File: config.mk
export PLATFORM = sky130hd
export DESIGN_NAME = arbitro_saida_serial_flat
export DESIGN_NICKNAME = d
export VERILOG_FILES = /design/src/rtl/arbitro_saida_serial_pkg.sv /design/src/rtl/arbitro_saida_serial_if.sv /design/src/rtl/arbitro_saida_serial_bcd_ascii.sv /design/src/rtl/arbitro_saida_serial.sv /design/src/flat_wrapper.sv
export SDC_FILE = /design/constraint.sdc
export NUM_CORES = 1
export LEC_CHECK = 0
export CAP_MARGIN = 20
export CORE_AREA = 8 8 61 63
export CTS_CLUSTER_SIZE = 12
export DETAILED_ROUTE_END_ITERATION = 12
export DIE_AREA = 0 0 69 71
export PLACE_DENSITY = 0.95
export REMOVE_ABC_BUFFERS = 1
export SETUP_SLACK_MARGIN = 0.4
export SKIP_LAST_GASP = 1
export SYNTH_ARGS = -nofsm -noshare
export SYNTH_HDL_FRONTEND = slang
export SYNTH_SLANG_ARGS = --single-unit
File: constraint.sdc
create_clock -name clock -period 2.44 [get_ports clock]
set_input_delay 0.366 -clock clock [delete_from_list [all_inputs] [get_ports clock]]
set_output_delay 0.366 -clock clock [all_outputs]
set_load 0.02 [all_outputs]
File: src/rtl/arbitro_saida_serial_pkg.sv
// -----------------------------------------------------------------------------
// arbitro_saida_serial_pkg
// Shared definitions for the serial output arbiter.
//   - estado_t       : FSM state encoding (also shown on the debug display)
//   - ASCII_*        : characters used to build each message
//   - TAM_MENSAGEM   : characters per message (ID, three digits, separator)
//   - codigo_estado  : maps a state to its 4-bit debug code (4'hF if unused)
// -----------------------------------------------------------------------------
package arbitro_saida_serial_pkg;

    typedef enum logic [2:0] {
        ESPERA    = 3'd0,
        CARREGA   = 3'd1,
        TRANSMITE = 3'd2,
        ESPERA_TX = 3'd3,
        PROXIMO   = 3'd4,
        FIM       = 3'd5
    } estado_t;

    localparam logic [6:0] ASCII_A            = 7'h41;
    localparam logic [6:0] ASCII_B            = 7'h42;
    localparam logic [6:0] ASCII_ZERO         = 7'h30;
    localparam logic [6:0] ASCII_INTERROGACAO = 7'h3F;

    localparam int         TAM_MENSAGEM  = 5;
    localparam logic [2:0] INDICE_ULTIMO = 3'(TAM_MENSAGEM - 1);

    // Channel identity as stored in the latched-ID and last-served flags.
    localparam logic CANAL_A = 1'b0;
    localparam logic CANAL_B = 1'b1;

    function automatic logic [3:0] codigo_estado(input estado_t estado);
        case (estado)
            ESPERA, CARREGA, TRANSMITE, ESPERA_TX, PROXIMO, FIM:
                codigo_estado = {1'b0, estado};
            default:
                codigo_estado = 4'hF;
        endcase
    endfunction

endpackage

File: src/rtl/arbitro_saida_serial_if.sv
// -----------------------------------------------------------------------------
// arbitro_saida_serial_if
// Request and transmitter handshake bundle of the serial output arbiter.
//   pedido_a/b, dados_a/b : level requests and 12-bit BCD payloads
//   tx_pronto             : transmitter "character sent" pulse
//   tx_partida, tx_dados  : start pulse and character to the transmitter
//   concluido_a/b         : per-channel "message finished" pulses
// master : requesters and transmitter side (drives requests and tx_pronto)
// slave  : the arbiter itself
// -----------------------------------------------------------------------------
interface arbitro_saida_serial_if;

    logic        pedido_a;
    logic [11:0] dados_a;
    logic        pedido_b;
    logic [11:0] dados_b;
    logic        tx_pronto;
    logic        tx_partida;
    logic [6:0]  tx_dados;
    logic        concluido_a;
    logic        concluido_b;

    modport master (
        output pedido_a, dados_a, pedido_b, dados_b, tx_pronto,
        input  tx_partida, tx_dados, concluido_a, concluido_b
    );

    modport slave (
        input  pedido_a, dados_a, pedido_b, dados_b, tx_pronto,
        output tx_partida, tx_dados, concluido_a, concluido_b
    );

endinterface

File: src/rtl/arbitro_saida_serial_bcd_ascii.sv
// -----------------------------------------------------------------------------
// bcd_ascii
// Combinational BCD nibble to ASCII converter.
//   nibble : 4-bit input digit
//   ascii  : '0'..'9' for values 0..9, '?' for 10..15
// -----------------------------------------------------------------------------
module bcd_ascii
    import arbitro_saida_serial_pkg::*;
(
    input  logic [3:0] nibble,
    output logic [6:0] ascii
);

    always_comb begin
        if (nibble <= 4'd9) begin
            ascii = ASCII_ZERO + {3'b000, nibble};
        end else begin
            ascii = ASCII_INTERROGACAO;
        end
    end

endmodule

File: src/rtl/arbitro_saida_serial.sv
// -----------------------------------------------------------------------------
// arbitro_saida_serial
// Round-robin arbiter that serialises messages from two channels onto a single
// character transmitter. Each message is: channel ID, three BCD digits, then
// the SEPARADOR character, one character per tx_partida/tx_pronto exchange.
//   clock     : system clock (rising edge)
//   reset     : synchronous active-high reset
//   bus       : request / transmitter handshake (slave modport)
//   ocupado   : high whenever the FSM is not idle
//   db_estado : current state code for the debug display
// -----------------------------------------------------------------------------
module arbitro_saida_serial
    import arbitro_saida_serial_pkg::*;
#(
    parameter logic [6:0] SEPARADOR = 7'h23
) (
    input  logic                   clock,
    input  logic                   reset,
    arbitro_saida_serial_if.slave  bus,
    output logic                   ocupado,
    output logic [3:0]             db_estado
);

    estado_t     estado_reg,  estado_next;
    logic [2:0]  indice_reg,  indice_next;
    logic        canal_reg,   canal_next;
    logic [11:0] dados_reg,   dados_next;
    logic        ultimo_reg,  ultimo_next;

    logic        vencedor;
    logic [6:0]  digito_ascii [3];
    logic [6:0]  caractere;

    // ------------------------------------------------------------------
    // Arbitration: a lone request wins outright; on a tie the channel that
    // was not served last wins (CANAL_A/CANAL_B are 0/1, so invert).
    // ------------------------------------------------------------------
    always_comb begin
        if (bus.pedido_a && bus.pedido_b) begin
            vencedor = ~ultimo_reg;
        end else if (bus.pedido_b) begin
            vencedor = CANAL_B;
        end else begin
            vencedor = CANAL_A;
        end
    end

    // ------------------------------------------------------------------
    // State register
    // ------------------------------------------------------------------
    always_ff @(posedge clock) begin
        if (reset) begin
            estado_reg <= ESPERA;
            indice_reg <= 3'd0;
            canal_reg  <= CANAL_A;
            dados_reg  <= 12'h000;
            ultimo_reg <= CANAL_B;
        end else begin
            estado_reg <= estado_next;
            indice_reg <= indice_next;
            canal_reg  <= canal_next;
            dados_reg  <= dados_next;
            ultimo_reg <= ultimo_next;
        end
    end

    // ------------------------------------------------------------------
    // Next-state logic
    // ------------------------------------------------------------------
    always_comb begin
        estado_next = estado_reg;
        indice_next = indice_reg;
        canal_next  = canal_reg;
        dados_next  = dados_reg;
        ultimo_next = ultimo_reg;

        case (estado_reg)
            ESPERA: begin
                if (bus.pedido_a || bus.pedido_b) begin
                    estado_next = CARREGA;
                end
            end
            CARREGA: begin
                // Snapshot of the winner; the message is immune to later
                // changes on the request side.
                canal_next  = vencedor;
                dados_next  = (vencedor == CANAL_B) ? bus.dados_b : bus.dados_a;
                indice_next = 3'd0;
                estado_next = TRANSMITE;
            end
            TRANSMITE: begin
                estado_next = ESPERA_TX;
            end
            ESPERA_TX: begin
                if (bus.tx_pronto) begin
                    estado_next = PROXIMO;
                end
            end
            PROXIMO: begin
                if (indice_reg == INDICE_ULTIMO) begin
                    estado_next = FIM;
                end else begin
                    indice_next = indice_reg + 3'd1;
                    estado_next = TRANSMITE;
                end
            end
            FIM: begin
                ultimo_next = canal_reg;
                estado_next = ESPERA;
            end
            default: begin
                estado_next = ESPERA;
            end
        endcase
    end

    // ------------------------------------------------------------------
    // Character datapath: digit converters for [11:8], [7:4], [3:0]
    // (digito_ascii[2] is the most significant digit).
    // ------------------------------------------------------------------
    generate
        for (genvar gi = 0; gi < 3; gi++) begin : g_digito
            bcd_ascii u_bcd_ascii (
                .nibble (dados_reg[4*gi +: 4]),
                .ascii  (digito_ascii[gi])
            );
        end
    endgenerate

    always_comb begin
        case (indice_reg)
            3'd0:    caractere = (canal_reg == CANAL_B) ? ASCII_B : ASCII_A;
            3'd1:    caractere = digito_ascii[2];
            3'd2:    caractere = digito_ascii[1];
            3'd3:    caractere = digito_ascii[0];
            3'd4:    caractere = SEPARADOR;
            default: caractere = 7'h00;
        endcase
    end

    // ------------------------------------------------------------------
    // Output logic (Moore)
    // ------------------------------------------------------------------
    always_comb begin
        bus.tx_partida  = 1'b0;
        bus.concluido_a = 1'b0;
        bus.concluido_b = 1'b0;
        bus.tx_dados    = caractere;
        ocupado         = 1'b1;
        db_estado       = codigo_estado(estado_reg);

        case (estado_reg)
            ESPERA: begin
                ocupado      = 1'b0;
                bus.tx_dados = 7'h00;
            end
            TRANSMITE: begin
                bus.tx_partida = 1'b1;
            end
            FIM: begin
                bus.concluido_a = (canal_reg == CANAL_A);
                bus.concluido_b = (canal_reg == CANAL_B);
            end
            default: begin
            end
        endcase
    end

endmodule

File: src/flat_wrapper.sv
// flat-port wrapper written by rule: the top's interface ports become plain ports
module arbitro_saida_serial_flat import arbitro_saida_serial_pkg::*;
#(
    parameter logic [6:0] SEPARADOR = 7'h23
)
  (clock, reset, ocupado, db_estado, bus_pedido_a, bus_dados_a, bus_pedido_b, bus_dados_b, bus_tx_pronto, bus_tx_partida, bus_tx_dados, bus_concluido_a, bus_concluido_b);
  arbitro_saida_serial_if bus_i ();
  input  logic clock;
  input  logic reset;
  output logic ocupado;
  output logic [3:0] db_estado;
  input wire logic [$bits(bus_i.pedido_a)-1:0] bus_pedido_a;
  input wire logic [$bits(bus_i.dados_a)-1:0] bus_dados_a;
  input wire logic [$bits(bus_i.pedido_b)-1:0] bus_pedido_b;
  input wire logic [$bits(bus_i.dados_b)-1:0] bus_dados_b;
  input wire logic [$bits(bus_i.tx_pronto)-1:0] bus_tx_pronto;
  output wire logic [$bits(bus_i.tx_partida)-1:0] bus_tx_partida;
  output wire logic [$bits(bus_i.tx_dados)-1:0] bus_tx_dados;
  output wire logic [$bits(bus_i.concluido_a)-1:0] bus_concluido_a;
  output wire logic [$bits(bus_i.concluido_b)-1:0] bus_concluido_b;
  assign bus_i.pedido_a = bus_pedido_a;
  assign bus_i.dados_a = bus_dados_a;
  assign bus_i.pedido_b = bus_pedido_b;
  assign bus_i.dados_b = bus_dados_b;
  assign bus_i.tx_pronto = bus_tx_pronto;
  assign bus_tx_partida = bus_i.tx_partida;
  assign bus_tx_dados = bus_i.tx_dados;
  assign bus_concluido_a = bus_i.concluido_a;
  assign bus_concluido_b = bus_i.concluido_b;
  arbitro_saida_serial #(.SEPARADOR(SEPARADOR)) u_core (.clock(clock), .reset(reset), .bus(bus_i), .ocupado(ocupado), .db_estado(db_estado));
endmodule
; After elaboration in Yosys (flattened, before gate mapping)
; Index checks and enable logic that the tools add are counted.
[word_totals]
ram_bits = 0
rom_bits = 0
register_bits = 20
mem_count = 0
latch_bits = 0
[classes]
addsub = 4
n_mul = 0
div = 0
shift = 0
magnitude_cmp = 3
eq_ne = 12
n_bitwise = 2
reduce_logical = 8
n_mux = 20
[ops]
columns = cell, n
row1 = one-hot mux 7 bit (5 select lines), 1
row2 = 2-to-1 mux 7 bit, 4
row3 = "adder 6 x 4 -> 7 bit, first input constant", 3
row4 = one-hot mux 3 bit (5 select lines), 1
row5 = "== test 3 x 2 -> 1 bit, second input constant", 4
row6 = "less-or-equal comparator 4 bit, second input constant", 3
row7 = 2-to-1 mux 12 bit, 1
row8 = 2-to-1 mux 3 bit, 4
row9 = "== test 3 bit, second input constant", 3
row10 = "== test 3 x 1 -> 1 bit, second input constant", 2
row11 = logical NOT 3 bit, 2
row12 = 2-to-1 mux 1 bit, 6
row13 = one-hot mux 3 bit (2 select lines), 1
row14 = OR reduction 6 bit, 1
row15 = 2-to-1 mux 4 bit, 1
row16 = "!= test 2 bit, second input constant", 2
row17 = AND reduction 2 bit, 2
row18 = "adder 3 x 1 -> 3 bit, second input constant", 1
row19 = 2-to-1 mux 2 bit, 1
row20 = "!= test 2 x 1 -> 1 bit, second input constant", 1
row21 = inverter 1 bit, 2
row22 = nonzero test 2 bit, 1
row23 = logical AND 1 bit, 1
row24 = logical OR 1 bit, 1

; Logic depth before layout (Yosys ltp)
; Gate-level depths: netlist of run 1.
[depth]
word_depth = 4
mapped_depth = 7
ltp_nobuf = 6

; Cells and area by module
; From an unflattened synthesis of run 1, not the netlist that was laid out.
[hier_totals]
hier_cells = 184
area_unflattened_um2 = 1427.6
[by_module_without_submodules]
columns = module, cells_per_inst, area_each_um2, n_inst
row1 = arbitro_saida_serial, 154, 1247.4, 1
row2 = bcd_ascii, 10, 60.1, 3

; Worst setup path after synthesis of run 1
; Ideal clock, no wire load.
[synth_timing]
path_kind = register -> output
from = register u_core.indice_reg[0]
to = output port bus_tx_dados[0]
path_stages_with_launch = 6
arrival_time_ns = 1.356
required_time_ns = 2.074
path_buffers = 0
slack_ns = 0.718
path_cell_list = dfxtp_1 inv_1 ha_1 nor2b_1 o21ai_0 a41oi_1
[synth_between]
elab_chain_cells = 3
[synth_lines]
columns = element, line
row1 = start: declaration, arbitro_saida_serial.sv:25  ; logic [2:0] indice_reg, indice_next;
row2 = start signal: assignment, arbitro_saida_serial.sv:60  ; indice_reg <= indice_next;
row3 = "== test 3 bit, or another cell as far along", arbitro_saida_serial.sv:131  ; case (indice_reg)
row4 = one-hot mux 7 bit (5 select lines) *, arbitro_saida_serial.sv:131
row5 = 2-to-1 mux 7 bit *, arbitro_saida_serial.sv:152  ; case (estado_reg)
row6 = end: declaration, flat_wrapper.sv:18  ; output wire logic [$bits(bus_i.tx_dados)-1:0] bus_tx_dados;
; Every way passes the cells marked *; elsewhere a longest branch is shown, timed or not.

; Worst setup path after layout of run 1
; Ends and elaborated chain as after synthesis.

==> summary.txt, run 1 <==
Yosys
  • Async set-reset flop share out of synthesis: 0%
  • Post-synth cell types: 39
  • Avg Cell Area, Syn: between 8 and 9 um^2
  • Synthesis-stage register bit count: 20
  • Mapped cell area: 0.00132 mm^2
  • EDFF count, synth: 0
  • Ys flop type: dfxtp_1
  • Synthesis warning total: 0
  • Post-synthesis sequential area ratio: 30.4%
  • Post-Syn Instances: 152

Floorplan
  • Die area: 0.00490 mm^2
  • Num ports: 44
  • Core area: around 0.0029 mm^2
  • Cell row count: 20
  • Die Span X: 69 um
  • Chip height: ~71 um
  • Initial Utilization: 46.1%

Place
  • Post-Place Cells: 224
  • Dpl ws: just under 0.2 ns
  • Dpl hpwl: roughly 2500 um
  • GPL Wtd Cong: 0.945
  • PortBufs: 43

Power
  • Switching power: 268 uW
  • Combinational power share: 35.1%
  • Clk pwr share: between 10% and 20%
  • Seq pwr share: 46.5%
  • Worst vdd ir: 0.000354 V
  • Int Pwr: ~560 uW
  • PD cells: approximately 440 mW/mm^2
  • Lkg Pwr: 0.000729 uW
  • Sw Share: between 30% and 40%

Worst hold path
  • Worst Hold Class: reg2reg

Global routing
  • GRT overflow: 0
  • Initial antenna violation count: 0
  • Largest net degree at the start of global routing: 28
  • First-pass GRT wire length: 6110 um
  • GR Util All Layers: 14.6%
  • Vias in the first global route: 1306

Timing
  • Period utilization: between 80% and 90%
  • Worst relative slew slack: 62.1%
  • Maximum clock frequency: 475 MHz
  • Post-route minimum period: 2.11 ns
  • RSZ-0062 raised after global routing: true
  • Worst-Margin Slew: 0.567 ns
  • Setup Viol. Count Final: 0
  • Worst Slack Setup Final: 0.333 ns
  • Worst Skew: 0.00243 ns
  • Fin. max-slew vios: 0
  • Setup TNS: 0 ns
  • Hold Fails Final Rpt: 0

Final layout
  • FF+latch area: 408 um^2
  • Area Growth Syn to Fin: 43.2%
  • Final core utilization: approximately 66%
  • Share of cells above drive strength 1: approximately 25%
  • Diodes inserted: 0
  • Layout fillers: 224
  • Max FFs per register: 12
  • Final Non-Filler Cells: 230
  • Nets: 233
  • Area occupied by multi-input gates: 895 um^2

CTS
  • Clock sinks: 20
  • CTS Buf Count: 3
  • Clock Latency Late Sink: about 0.30 ns
  • H-tree levels: 1
  • Clk pin slew, worst setup/hold paths: 0.10 ns
  • Root Buffer: clkbuf_4
  • Clock Tree Buf Depth: 2
  • TritonCTS clock tree: built
  • Hold-fix buffers, CTS: 0

Critical path
  • Worst-path cell chain: inv_4 -> ha_4 -> nor3_4 -> nor2_1 -> o21ai_2 -> buf_6 -> a41oi_2 -> buf_4
  • Crit path DAT: 1.74 ns
  • CP startpoint kind: register
  • CP Capture Type: output pin
  • Critical path's slowest cell: dfxtp_4
  • Worst EP required: 2.07 ns
  • Biggest fanout along the worst timing path: 5
  • Crit path max-delay family: flip-flops
  • CP peak stage delay: 0.40 ns
  • Buf/Inv on CP: 3
  • Crit Path Class: reg2out

Detailed routing
  • Drt first-iter violations: 75
  • Post-Route WL: ~3800 um
  • ANT nets after route: 0
  • Detailed-route DRC error count: 0
  • DR WL/cell: 16.4 um
  • Vias: roughly 1300
  • Router iterations before antenna repair: 6
  • Drt via density: 5.62

Outcome
  • Status: complete, no violations

Flow run
  • Max-cap violations: 0
[metrics by stage]
stage / total power (uW) / instance area [um^2] / hold slack [ns]
floorplan: 542 / 1220 / 0.431
global placement: 662 / 1750 / 0.474
detailed placement: 670 / 1750 / 0.494
CTS: 814 / 1830 / 0.519
global route: 870 / 1880 / 0.539
finish: 825 / 1880 / 0.511
[worst reg2reg max path, cell delays in order (launching register included)]
cell and delay (ns):
dfxtp_1 0.34, buf_4 0.18, nor3b_4 0.19, buf_4 0.32, mux2i_1 0.23, nor2_1 0.05
[per-layer routing]
metal	vias up	global-route usage (%)	routed length, um
li1	644	-	-
met1	583	16.9	1660
met2	53	24.8	1800
met3	12	4.48	224
met4	0	4.56	85
met5	-	0	0
[cell usage after synthesis, types with 3 or more instances]
cell type   n  share of area [%]
nor2_1     27                7.7
dfxtp_1    20                 30
mux2i_1    14                 11
a21oi_1    11                4.2
o21ai_0    10                3.8
a211oi_2    8                7.6
inv_1       6                1.7
ha_1        5                4.8
a211oi_1    4                2.3
clkbuf_1    4                1.1
a21o_1      3                1.7
buf_6       3                2.6
nand2_1     3               0.86
nand3_1     3                1.1
o21a_1      3                1.7
[area by class of cell]
class / instances / area share [%]
flip-flops and latches: 20 / 21.7
clock buffers: 3 / 1.20
well taps: 33 / 2.19
multi-input cells: 115 / 47.5
inverters: 6 / 1.46
repair buffers: 53 / 26.0
[what timing repair did]
action	in CTS	in global routing
buffers inserted	2	1
pin swaps	8	2
resized for setup	50	18
endpoints found under the setup margin	11	8
[final timing paths]
kind | start | end | slack [ns] | depth (start not counted)
setup / recovery | u_core.indice_reg[0] | bus_tx_dados[0] | 0.33 | 8
hold reg to reg | u_core.ultimo_reg | u_core.ultimo_reg | 0.51 | 1
setup reg to reg | u_core.estado_reg[0] | u_core.canal_reg | 1.00 | 5
hold / removal | u_core.ultimo_reg | u_core.ultimo_reg | 0.51 | 1
[power by group through the flow]
stage          Clock, uW  Sequential, uW  Combinational [uW]
6_report             152             384                 289
3_3_place_gp           0             390                 272
2_1_floorplan          0             397                 145
5_1_grt              171             388                 311
3_5_place_dp           0             391                 279
4_1_cts              157             383                 274
[logic make-up (layout without fill, tap and decap cells)]
kind of cell	count (synthesis)	count (layout)	share of synthesized area, %
AOI/OAI and AO/OA	48	48	27.2
adders and majority gates	5	5	4.76
buffers and inverters	17	62	8.85
DFF	20	20	30.4
muxes	14	14	10.7
and+or+nand+nor	48	48	18.1
[layout by cell type, fill, tap and decap left out, types with 8 or more instances in the layout]
cell type,count
clkdlybuf4s50_1,31
nor2_1,27
dfxtp_1,18
mux2i_1,14
buf_4,11
a21oi_1,10
o21ai_0,8
a211oi_2,8
(Power assumes the default switching activity.)
==> run 2: changes to the inputs <==
- ABC_AREA: default -> 1
==> run 2 against run 1 <==
Effect of this change: global-route usage is 1.5 points lower; clock power is 25% higher; clock skew is 0.0064 ns higher; critical path depth is 1 higher; register-to-register slack hardly changed; synthesized cell count is 42% higher; flip-flop and latch count stayed put; largest cell class unchanged; non-clock buffer count is 6 lower; die area stayed put; setup slack better by 0.12 ns; area after synthesis is 0.57% higher.
==> summary.txt, run 2 <==
Final layout
  • Max FFs per register: 12 (unchanged)
  • Area Growth Syn to Fin: 40.2%
  • Share of cells above drive strength 1: 14.5% (-10 points)
  • Diodes inserted: 0 (unchanged)
  • FF+latch area: 405 um^2 (-0.61%)
  • Final Non-Filler Cells: 289 (+26%)
  • Nets: 291 (+25%)
  • Layout fillers: 252 (+13%)
  • Most common cell after layout, fill and taps aside: nand2_1
  • Area occupied by multi-input gates: 767 um^2 (-14%)
  • Most frequent cells in the layout: nand2_1, inv_1, clkdlybuf4s50_1

Yosys
  • Most frequent cells after synthesis: nand2_1, inv_1, a21oi_1, dfxtp_1, nor2_1
  • Largest family of logic cells by synthesized area: simple AND/OR/NAND/NOR gates
  • Ys flop type: dfxtp_1
  • Mapped cell area: 0.00132 mm^2 (+0.57%)
  • Post-synthesis sequential area ratio: 30.3% (-0.17 points)
  • Post-synth cell types: 19 (-51%)
  • Post-synth top area share: 30.3% (-0.17 points)
  • Adder-Cell Fraction of Synth Area: 4.73% (-0.027 points)
  • EDFF count, synth: 0 (unchanged)
  • Mux cell area share after synthesis: 0% (-11 points)
  • Synth Area in Compound Gates: 18.9% (-8.3 points)
  • Leading area contributor after synthesis: dfxtp_1
  • Most numerous cell in the Yosys netlist: nand2_1
  • Area contributors post-synth: dfxtp_1, nand2_1, inv_1, a21oi_1, o211ai_1
  • Post-Syn Instances: 216 (+42%)
  • Xor/xnor share of the synthesized area: 0% (unchanged)
  • Async set-reset flop share out of synthesis: 0% (unchanged)
  • Post-synthesis simple-gate area fraction: 30.2% (+12 points)
  • Synthesis warning total: 0 (unchanged)
  • Avg Cell Area, Syn: 6.12 um^2 (-29%)
  • Synthesis-stage register bit count: 20 (unchanged)

Timing
  • Period utilization: 81.4% (-5.0 points)
  • Worst relative slew slack: 52.4% (-9.7 points)
  • Hold Fails Final Rpt: 0 (unchanged)
  • Worst Skew: 0.00881 ns (+0.00638 ns)
  • Fin. max-slew vios: 0 (unchanged)
  • RSZ-0062 raised after global routing: true
  • Post-route minimum period: 1.99 ns (-0.121 ns)
  • Setup Viol. Count Final: 0 (unchanged)
  • Setup TNS: 0 ns (unchanged)
  • Maximum clock frequency: 503 MHz (+6.1%)
  • Worst-Margin Slew: 0.713 ns (+0.145 ns)

CTS
  • CTS Buf Count: 3 (unchanged)
  • Clk pin slew, worst setup/hold paths: 0.11 ns (about the same)
  • Clock Latency Late Sink: 0.30 ns (about the same)
  • TritonCTS clock tree: built
  • Clock Tree Buf Depth: 2 (unchanged)
  • Hold-fix buffers, CTS: 0 (unchanged)
  • H-tree levels: 1 (unchanged)
  • Clock sinks: 20 (unchanged)
  • Root Buffer: clkbuf_4

Floorplan
  • Die Span X: 69 um (unchanged)
  • Core area: 0.00285 mm^2 (unchanged)
  • Die area: 0.00490 mm^2 (unchanged)
  • Cell row count: 20 (unchanged)
  • Initial Utilization: 46.4% (+0.26 points)
  • Num ports: 44 (unchanged)
  • Chip height: 71 um (unchanged)

Power
  • Total power draw: 860 uW (+4.3%)
  • Sw Share: 33.1% (+0.61 points)
  • PD cells: 464 mW/mm^2 (+5.9%)
  • Clk pwr share: 22.1% (+3.7 points)
  • Worst vdd ir: 0.000461 V (+30%)
  • Int Pwr: 576 uW (+3.3%)
  • Seq pwr share: 44.7% (-1.8 points)
  • Switching power: 285 uW (+6.3%)
  • Lkg Pwr: 0.000954 uW (+31%)
  • Combinational power share: 33.2% (-1.9 points)

Detailed routing
  • Detailed-route DRC error count: 0 (unchanged)
  • Vias: 1445 (+12%)
  • Drt first-iter violations: 111 (+48%)
  • Drt via density: 5.00 (-11%)
  • Router iterations before antenna repair: 4 (-2)
  • Post-Route WL: 3400 um (-9.9%)
  • DR WL/cell: 11.7 um (-28%)
  • ANT nets after route: 0 (unchanged)

Critical path
  • FF-to-FF Start: u_core.ultimo_reg
  • Setup crit start: u_core.indice_reg[1]
  • Crit path DAT: 1.62 ns (-0.12 ns)
  • Biggest fanout along the worst timing path: 4 (-1)
  • CP startpoint kind: register
  • Worst EP required: 2.07 ns (about the same)
  • CP Capture Type: output pin
  • Crit Path Class: reg2out

Flow run
  • Max-cap violations: 0 (unchanged)

Global routing
  • First-pass GRT wire length: 5550 um (-9.2%)
  • Largest net degree at the start of global routing: 26 (-7.1%)
  • Initial antenna violation count: 0 (unchanged)
  • GR Util All Layers: 13.0% (-1.5 points)
  • Vias in the first global route: 1298 (-0.61%)
  • GRT overflow: 0 (unchanged)

Outcome
  • Status: complete, no violations

Place
  • GPL Wtd Cong: 0.856 (-9.4%)
  • Dpl hpwl: 2550 um (+3.3%)
  • PortBufs: 43 (unchanged)
  • Post-Place Cells: 284 (+27%)

Worst hold path
  • Hold path startpoint: u_core.dados_reg[8]
  • Worst Hold Class: reg2reg
## run 2: changes by cell type after synthesis, sizes merged, moves of 8 or more
| cell | previous run | this run |
|---|---|---|
| o211ai | 1 | 12 |
| nand3 | 3 | 11 |
| nor2 | 27 | 17 |
| a21oi | 11 | 20 |
| inv | 6 | 41 |
| nand2 | 3 | 65 |
| mux2i | 14 | 0 |
| a211oi | 12 | 0 |
## run 2: path summary, 6_finish.rpt
kind	endpoint	slack (ns)	cells after the start
max	bus_tx_dados[3]	0.45	9
min	u_core.dados_reg[8]	0.48	2
max reg2reg	u_core.dados_reg[7]	1.00	5
min reg2reg	u_core.dados_reg[8]	0.48	2
## run 2: area by class of cell
type	instances	area share [%]
clock buffer	4	1.96
inverter	41	8.30
multi-input combinational	144	41.4
sequential	20	21.9
tap	33	2.23
timing repair buffer	47	24.3
## run 2: power groups by stage
stage	combinational [uW]	sequential [uW]	clock (uW)
final	286	384	190
after global routing	315	390	213
after CTS	279	382	192
after detailed placement	282	388	0
after global placement	275	387	0
after floorplan	154	388	0
## run 2: critical path, stage by stage, from the launching register on
cell and delay [ns]:
dfxtp_2 0.36, buf_4 0.13, ha_1 0.19, o21ai_2 0.14, nand2_1 0.08, nand2_2 0.08, nand2_2 0.06, inv_2 0.08
nor2_1 0.04, buf_4 0.15
## run 2: logic make-up (layout without fill, tap and decap cells)
kind of cell | count (synthesis) | after routing
DFF | 20 | 20
buffers and inverters | 52 | 92
and+or+nand+nor | 96 | 96
adders and majority gates | 5 | 5
AOI/OAI and AO/OA | 43 | 43
## run 2: what timing repair did
item                                    4_1_cts  5_1_grt
gates resized for setup                      28       28
endpoints found under the setup margin       11       10
buffers inserted                              0        1
pin swaps                                     0        3
endpoints found under the hold margin         0        0
## run 2: layer usage
metal  track usage (%)  share of wire, %  up-vias
met1              15.6                45      631
met3              2.24               4.6        7
met5                 0                 0        -
li1                  -                 -      757
met4              7.06               2.5        0
met2              21.6                48       50
## run 2: through the flow
stage                     setup WS (ns)  hold slack (ns)  cell area, um^2  util, %
final                             0.454            0.475             1850     65.0
after detailed placement          0.273            0.462             1760     61.7
after CTS                         0.289            0.478             1780     62.3
after floorplan                   0.498            0.429             1270        -
after global routing              0.343            0.501             1850     65.0
after global placement            0.339            0.446             1760     61.7
==> run 3: changes to the inputs <==
- CORE_AREA: 8 8 61 63 -> 8 8 64 66
- DIE_AREA: 0 0 69 71 -> 0 0 72 74
- PLACE_DENSITY: 0.95 -> 0.88
- clock period: 2.44 -> 2.05 ns (I/O delays scaled with it)
==> run 3 against run 2 <==
Effect of this change: worst hold slack improved by 0.0043 ns; critical path depth decreased by 1; power increased by 21%; via count increased by 5.3%; combinational power increased by 27%; final cell count increased by 7.6%; largest cell class unchanged.
==> summary.txt, run 3 (same netlist as run 2, synthesis figures left out) <==
Global routing
  • GR Layer Usage met3: 2.83% (+0.59 points)
  • Vias in the first global route: 1463 (+13%)
  • GR Util All Layers: 14.0% (+0.92 points)
  • GRT overflow: 0 (unchanged)
  • Layer carrying the most global-route usage: met2
  • First-pass GRT wire length: 6070 um (+9.5%)
  • M1 GR Usage: 14.7% (-0.91 points)
  • Largest net degree at the start of global routing: 26 (unchanged)
  • M2 GR Usage: 25.5% (+3.9 points)
  • Initial antenna violation count: 0 (unchanged)

Critical path
  • Biggest fanout along the worst timing path: 4 (unchanged)
  • Worst EP required: 1.74 ns (-0.33 ns)
  • Buf/Inv on CP: 3 (unchanged)
  • CP Capture Type: output pin
  • Worst-path cell chain: buf_6 -> ha_4 -> ha_4 -> inv_2 -> o21ai_1 -> nor2_1 -> nor2_2 -> buf_4
  • Crit path max-delay family: flip-flops
  • CP startpoint kind: register
  • Crit Path Class: reg2out
  • Most used cell, CP: ha_4
  • Crit path DAT: 1.61 ns (about the same)
  • Critical path's slowest cell: dfxtp_4
  • CP peak stage delay: 0.39 ns (+0.03 ns)

CTS
  • Clk pin slew, worst setup/hold paths: 0.11 ns (about the same)
  • TritonCTS clock tree: built
  • Clock sinks: 20 (unchanged)
  • CTS Buf Count: 3 (unchanged)
  • H-tree levels: 1 (unchanged)
  • Clock Tree Buf Depth: 2 (unchanged)
  • Clock Latency Late Sink: 0.30 ns (about the same)
  • Hold-fix buffers, CTS: 0 (unchanged)
  • Root Buffer: clkbuf_4

Timing
  • Setup Viol. Count Final: 0 (unchanged)
  • Maximum clock frequency: 521 MHz
  • Setup TNS: 0 ns (unchanged)
  • Post-route minimum period: approximately 1.9 ns
  • Fin. max-slew vios: 0 (unchanged)
  • Hold Slack: 0.480 ns (+0.00433 ns)
  • RSZ-0062 raised after global routing: true
  • Period utilization: 93.6%
  • Worst Skew: 0.00290 ns (-0.00591 ns)
  • Hold Fails Final Rpt: 0 (unchanged)
  • Worst-Margin Slew: 0.499 ns (-0.214 ns)
  • Worst relative slew slack: 66.6% (+14 points)

Detailed routing
  • Post-Route WL: 3580 um (+5.5%)
  • Router iterations before antenna repair: 4 (unchanged)
  • Vias: 1521 (+5.3%)
  • Drt first-iter violations: 57 (-49%)
  • Detailed-route DRC error count: 0 (unchanged)
  • ANT nets after route: 0 (unchanged)
  • Drt via density: 4.89 (-2.2%)
  • DR WL/cell: 11.5 um (-2.0%)

Final layout
  • Share of cells above drive strength 1: 21.5% (+7.1 points)
  • Nets: 300 (+3.1%)
  • Post-Layout Inst Area: 0.00198 mm^2 (+6.5%)
  • Diodes inserted: 0 (unchanged)
  • Most frequent cells in the layout: nand2_1, inv_1, clkdlybuf4s50_1
  • Most common cell after layout, fill and taps aside: nand2_1
  • Area Growth Syn to Fin: 49.4%
  • Max FFs per register: 12 (unchanged)

Power
  • PD cells: 525 mW/mm^2 (+13%)
  • Worst vdd ir: 0.000249 V (-46%)
  • Lkg Pwr: 0.000967 uW (+1.3%)

Place
  • PortBufs: 43 (unchanged)
  • Dpl hpwl: 2670 um (+4.7%)
  • GPL Wtd Cong: 0.872 (+1.8%)
  • Dpl cell area: 0.00183 mm^2 (+3.9%)

Floorplan
  • Initial Utilization: 41.6% (-4.8 points)
  • Die Span X: 72 um (+4.3%)
  • Cell row count: 21 (+5.0%)
  • Num ports: 44 (unchanged)
  • Die area: 0.00533 mm^2 (+8.8%)
  • Chip height: 74 um (+4.2%)
  • Core area: 0.00318 mm^2 (+11%)

Outcome
  • Status: complete, no violations

Worst hold path
  • Worst Hold Class: reg2reg

Flow run
  • Max-cap violations: 0 (unchanged)
[run 3: metrics by stage]
stage	util [%]	instances	setup slack [ns]	total power, uW
3_5_place_dp	57.5	304	-0.111	812
6_report	62.1	311	0.132	1040
2_1_floorplan	-	205	0.166	644
5_1_grt	62.1	311	0.0608	1100
3_3_place_gp	57.5	304	-0.00229	802
4_1_cts	61.4	310	0.146	1040
[run 3: final timing paths]
path	to	depth (start not counted)	start	slack (ns)
worst max-delay path	bus_tx_dados[1]	8	u_core.indice_reg[1]	0.13
worst min-delay path	u_core.dados_reg[8]	2	u_core.dados_reg[8]	0.48
worst max register to register	u_core.dados_reg[9]	4	u_core.estado_reg[1]	0.68
worst min register to register	u_core.dados_reg[8]	2	u_core.dados_reg[8]	0.48
[run 3: layer usage]
metal | part of all wire [%] | up-vias
li1 | - | 775
met5 | 0 | -
met1 | 42 | 689
met2 | 50 | 46
met4 | 3.1 | 0
met3 | 4.5 | 11
[run 3: what timing repair did]
action / 4_1_cts / 5_1_grt
pin swaps: 11 / 11
gates resized for setup: 84 / 13
buffers inserted: 2 / 1
setup endpoints to repair: 15 / 12
[run 3: worst reg2reg max path, delay by kind of cell (launching register included)]
kind	cells	cell delay [ns]
AO/OA/AOI/OAI	2	0.34
buffers and inverters	1	0.17
flip-flops	1	0.33
AND/OR/NAND/NOR	1	0.46
[run 3: area by class of cell]
class / count / area, um^2
Tap cell: 46 / 57.6
Inverter: 41 / 156
Multi-Input combinational cell: 144 / 816
Clock buffer: 4 / 36.3
Sequential cell: 20 / 410
Fill cell: 278 / 1200
Timing Repair Buffer: 56 / 499
[run 3: power breakdown]
part | total, uW | internal (uW) | leakage (uW) | switching, uW
Clock | 230 | 108 | 0.0000210 | 122
Sequential | 446 | 420 | 0.000166 | 26.0
Combinational | 362 | 164 | 0.000780 | 198
Total | 1040 | 692 | 0.000967 | 346
